--- config.mk ---
export PLATFORM = sky130hd
export DESIGN_NAME = hazard_unit_mc
export DESIGN_NICKNAME = d
export VERILOG_FILES = /design/src/rtl/hazard_pkg.sv /design/src/rtl/fwd_select.sv /design/src/rtl/hazard_unit_mc.sv
export SDC_FILE = /design/constraint.sdc
export NUM_CORES = 1
export LEC_CHECK = 0
export ABC_CLOCK_PERIOD_IN_PS = 1450
export CORE_AREA = 2 2 39 41
export DETAILED_ROUTE_END_ITERATION = 12
export DIE_AREA = 0 0 41 43
export DONT_BUFFER_PORTS = 1
export PLACE_DENSITY = 0.59
export SETUP_SLACK_MARGIN = 0.2
export SLEW_MARGIN = 25
export SYNTH_ARGS = -nofsm -noshare
export SYNTH_HDL_FRONTEND = slang
export SYNTH_SLANG_ARGS = --single-unit
--- constraint.sdc ---
create_clock -name clk -period 1.45 [get_ports clk]
set_input_delay 0.145 -clock clk [delete_from_list [all_inputs] [get_ports clk]]
set_output_delay 0.145 -clock clk [all_outputs]
set_load 0.005 [all_outputs]
--- src/rtl/hazard_pkg.sv ---
// Shared encodings for the pipeline hazard unit: forward-mux selects and FSM states.
package hazard_pkg;

  localparam logic [1:0] FWD_REG = 2'b00;
  localparam logic [1:0] FWD_W   = 2'b01;
  localparam logic [1:0] FWD_M   = 2'b10;

  typedef enum logic {
    StIdle    = 1'b0,
    StMemWait = 1'b1
  } state_t;

endpackage

--- src/rtl/fwd_select.sv ---
// One E-stage source operand's forward select: M ALU result beats W result beats regfile.
module fwd_select
  import hazard_pkg::*;
#(
  parameter int unsigned REG_AW = 5
) (
  input  logic [REG_AW-1:0] src,
  input  logic              RegWriteM,
  input  logic              MemReadM,
  input  logic [REG_AW-1:0] DestRegM,
  input  logic              RegWriteW,
  input  logic [REG_AW-1:0] DestRegW,
  output logic [1:0]        sel
);

  always_comb begin
    sel = FWD_REG;
    // A load in M has no data yet, so it never sources a forward.
    if (RegWriteM && !MemReadM && (DestRegM != '0) && (DestRegM == src)) begin
      sel = FWD_M;
    end else if (RegWriteW && (DestRegW != '0) && (DestRegW == src)) begin
      sel = FWD_W;
    end
  end

endmodule

--- src/rtl/hazard_unit_mc.sv ---
// 5-stage hazard unit: E forwarding, load-use stall, branch flush, multi-cycle load wait.
module hazard_unit_mc
  import hazard_pkg::*;
#(
  parameter int unsigned REG_AW   = 5,
  parameter int unsigned NUM_SRC  = 2,
  parameter int unsigned LOAD_LAT = 0
) (
  input  logic                      clk,
  input  logic                      rst,
  input  logic                      RegWriteE,
  input  logic                      MemReadE,
  input  logic [REG_AW-1:0]         DestRegE,
  input  logic                      RegWriteM,
  input  logic                      MemReadM,
  input  logic [REG_AW-1:0]         DestRegM,
  input  logic                      RegWriteW,
  input  logic [REG_AW-1:0]         DestRegW,
  input  logic [NUM_SRC*REG_AW-1:0] SourceRegs_D,
  input  logic [NUM_SRC*REG_AW-1:0] SourceRegs_E,
  input  logic                      PCSrcE,
  output logic [NUM_SRC*2-1:0]      Forward_E,
  output logic                      StallF,
  output logic                      StallD,
  output logic                      StallE,
  output logic                      StallM,
  output logic                      FlushD,
  output logic                      FlushE,
  output logic                      FlushW,
  output logic                      busy
);

  localparam int unsigned CntW = (LOAD_LAT > 0) ? $clog2(LOAD_LAT + 1) : 1;
  localparam logic [CntW-1:0] CntInit = CntW'((LOAD_LAT > 0) ? LOAD_LAT - 1 : 0);

  logic [NUM_SRC*2-1:0] fwd;
  logic [NUM_SRC-1:0]   lu_vec;
  logic                 lu;

  for (genvar i = 0; i < NUM_SRC; i++) begin : g_src
    fwd_select #(
      .REG_AW(REG_AW)
    ) u_fwd (
      .src      (SourceRegs_E[i*REG_AW +: REG_AW]),
      .RegWriteM(RegWriteM),
      .MemReadM (MemReadM),
      .DestRegM (DestRegM),
      .RegWriteW(RegWriteW),
      .DestRegW (DestRegW),
      .sel      (fwd[i*2 +: 2])
    );

    assign lu_vec[i] = (DestRegE == SourceRegs_D[i*REG_AW +: REG_AW]);
  end

  assign lu = MemReadE && RegWriteE && (DestRegE != '0) && (|lu_vec);

  state_t          state_q, state_d;
  logic [CntW-1:0] cnt_q, cnt_d;
  logic            served_q, served_d;
  logic            stall_fd, stall_em, flush_d, flush_e, flush_w;

  always_comb begin
    state_d  = state_q;
    cnt_d    = cnt_q;
    served_d = served_q;
    stall_fd = 1'b0;
    stall_em = 1'b0;
    flush_d  = 1'b0;
    flush_e  = 1'b0;
    flush_w  = 1'b0;
    unique case (state_q)
      StIdle: begin
        // M advances on every idle cycle, so any earlier load's served mark expires here.
        served_d = 1'b0;
        if (PCSrcE) begin
          flush_d = 1'b1;
          flush_e = 1'b1;
        end else if (lu) begin
          stall_fd = 1'b1;
          flush_e  = 1'b1;
        end
        if (MemReadM && (LOAD_LAT > 0) && !served_q) begin
          state_d = StMemWait;
          cnt_d   = CntInit;
        end
      end
      StMemWait: begin
        stall_fd = 1'b1;
        stall_em = 1'b1;
        flush_w  = 1'b1;
        if (cnt_q == '0) begin
          state_d  = StIdle;
          served_d = 1'b1;
        end else begin
          cnt_d = cnt_q - CntW'(1);
        end
      end
      default: state_d = StIdle;
    endcase
  end

  always_ff @(posedge clk or posedge rst) begin
    if (rst) begin
      state_q  <= StIdle;
      cnt_q    <= '0;
      served_q <= 1'b0;
    end else begin
      state_q  <= state_d;
      cnt_q    <= cnt_d;
      served_q <= served_d;
    end
  end

  // Reset forces every control low immediately, not just the registered ones.
  assign Forward_E = rst ? '0 : fwd;
  assign StallF    = !rst && stall_fd;
  assign StallD    = !rst && stall_fd;
  assign StallE    = !rst && stall_em;
  assign StallM    = !rst && stall_em;
  assign FlushD    = !rst && flush_d;
  assign FlushE    = !rst && flush_e;
  assign FlushW    = !rst && flush_w;
  assign busy      = !rst && (state_q == StMemWait);

endmodule

==> qor.yml <==
status: "finished clean"
number_of_gates_on_the_worst_path_with_buffers_counted: 4
finalCriticalPeriod_ps: 1270
yosys.area.top_type_share: 0.437
cell_type_with_the_highest_aggregate_area_in_the_netlist: "xor2_1"
crit_path_arrival_time_ps: 1120
unrepaired_setup_endpoints_after_global_routing: "yes"
die-width_um: 41
placer_s_final_routability_congestion_estimate: 0.743
sequential_cell_total: 0
cap_viol_max_count: 0
ctsHoldBuffers: 0
dr.first_iter.drc_count: 2
pnr_total_power_mw: 0.0974
static-leakage-power_nw: 0.164
detailroute.via_count: 438
cp.required_ps: 1310
design.die.area_mm2: 0.00176
synth.yosys.seq_area_share: 0
drcViolationCount: 0
most_frequent_cells_in_the_layout: "24 x xor2_1, 6 x xnor2_1, 4 x or4_1, 4 x nor2b_1, 4 x conb_1"
core-area_mm2: 0.00138
detail-route-antenna-nets: 0
avgSynthCellArea_um2: 7.51
final_cells: 78
gr-usage-all-layers: 0.124
timing.setup.critical_path_class: "input port to output port"
fmaxAchievable_mhz: 787
largest_net_degree_at_the_start_of_global_routing: 6
period_share: 0.876
fp.dieH_um: 43
wl_um: 1120
wire_per_inst_um: 14.4
ys_top_cells_by_area: "xor2_1 44%, xnor2_1 11%, buf_4 7.8%"
cpPeakStageDelay_ps: 530
filler_cell_count: 147
setup_viol: 0
power-per-cell-area_mw_per_mm2: 197
cp-end-kind: "output port"
grt_pass1_wl_um: 1610
synth.distinct_cells: 17
syn-cell-area_um2: 480
startpoint_type_of_the_worst_setup_path: "input port"
buffer_ports.inserted: 0
critical_path.startpoint: "DestRegM[1]"
critical_path.n_buffers_inverters: 0
area_growth_pct: 3.12
cpMaxStageDelayCell: "or4_1"
post_synth_inst_count: 64
core.rowCount: 14
detail_route.first_pass.iterations: 2
max_slew_violation_total_from_the_final_report: 0
final_net_count: 107
synth.yosys.warnings: 0
biggest_fanout_along_the_worst_timing_path: 3
aggregate_negative_setup_slack_ps: 0
timing.critical_path.cells: "or4_1, o21ai_2, or4_4, o31a_1"
detailed_place_hpwl_um: 1010
drive_gt1_frac: 0.0968
cp_top_family: "simple AND/OR/NAND/NOR gates"
globalRoute.totalOverflow: 0
power.ir.vdd_worst_uv: 69.0
grt_pass1_vias: 461
final_common_cell: "xor2_1"
crit_path_end: "Forward_E[0]"
post_cts.repair.setup_buffers: 0
post-place-cells: 78
antenna_cells: 0
hold_path_class: "input port to output port"
viasPerCell: 5.62
antenna_found_initial: 0
holdCritStartpoint: "rst"
floorplan.initialDensity: 0.347
layout.clock_buffers: 0
timing_hold_violations_final: 0
top_level_ports: 55
layout.area.seq_um2: 0
[per-stage QoR]
step	area, um^2	utilization	hold WS, ps	setup WS, ps
after floorplan	492	-	320	205
after global placement	474	0.343	325	150
after detailed placement	474	0.343	324	146
after CTS	490	0.354	317	175
after global routing	495	0.358	320	130
final	495	0.358	316	180
[cell families after synthesis]
| group | Yosys count | share of synthesized area |
|---|---|---|
| xor+xnor | 30 | 0.547 |
| simple gates | 22 | 0.279 |
| compound gates | 6 | 0.0886 |
| buf+inv | 5 | 0.0781 |
| other cells | 1 | 0.00781 |
[where the power goes]
| part | internal [mW] | leakage (nW) | total, mW | switching (mW) |
|---|---|---|---|---|
| clock | 0 | 0 | 0 | 0 |
| sequential | 0 | 0 | 0 | 0 |
| combinational | 0.0535 | 0.164 | 0.0974 | 0.0439 |
| total | 0.0535 | 0.164 | 0.0974 | 0.0439 |
[final cells by class]
type / instances / area [um^2] / share of cell area
well taps: 16 / 20.0 / 0.0404
multi-input cells: 62 / 475 / 0.960
[how the worst min path moves through the flow]
stage	endpoint	depth (start not counted)
after floorplan	Forward_E[3]	1
final	Forward_E[1]	1
after global placement	Forward_E[3]	1
after detailed placement	Forward_E[3]	1
after global routing	Forward_E[1]	1
after CTS	Forward_E[1]	1
[synth_stat cells]
| cell type | n |
|---|---|
| nor4_2 | 1 |
| nor3_1 | 3 |
| buf_4 | 5 |
| o21ai_2 | 1 |
| nand3_1 | 2 |
| xor2_1 | 24 |
| nor2_1 | 3 |
| xnor2_1 | 6 |
| o21bai_1 | 1 |
| nor4_1 | 3 |
| conb_1 | 1 |
| nor2b_1 | 4 |
| nand2_1 | 1 |
| a22oi_1 | 1 |
| o21ai_1 | 2 |
| o31a_1 | 1 |
| or4_1 | 5 |
[timing repair]
| action | 4_1_cts | 5_1_grt |
|---|---|---|
| pin swaps | 2 | 0 |
| cloned | 0 | 0 |
| endpoints found under the setup margin | 4 | 4 |
| resized for setup | 3 | 1 |
[layer usage]
layer / vias up / wire length [um] / global-route usage
li1: 210 / - / -
met1: 190 / 364 / 0.123
met2: 38 / 564 / 0.250
met3: 0 / 194 / 0.0262
met4: 0 / 0 / 0
met5: - / 0 / 0
(Power assumes the default switching activity.)
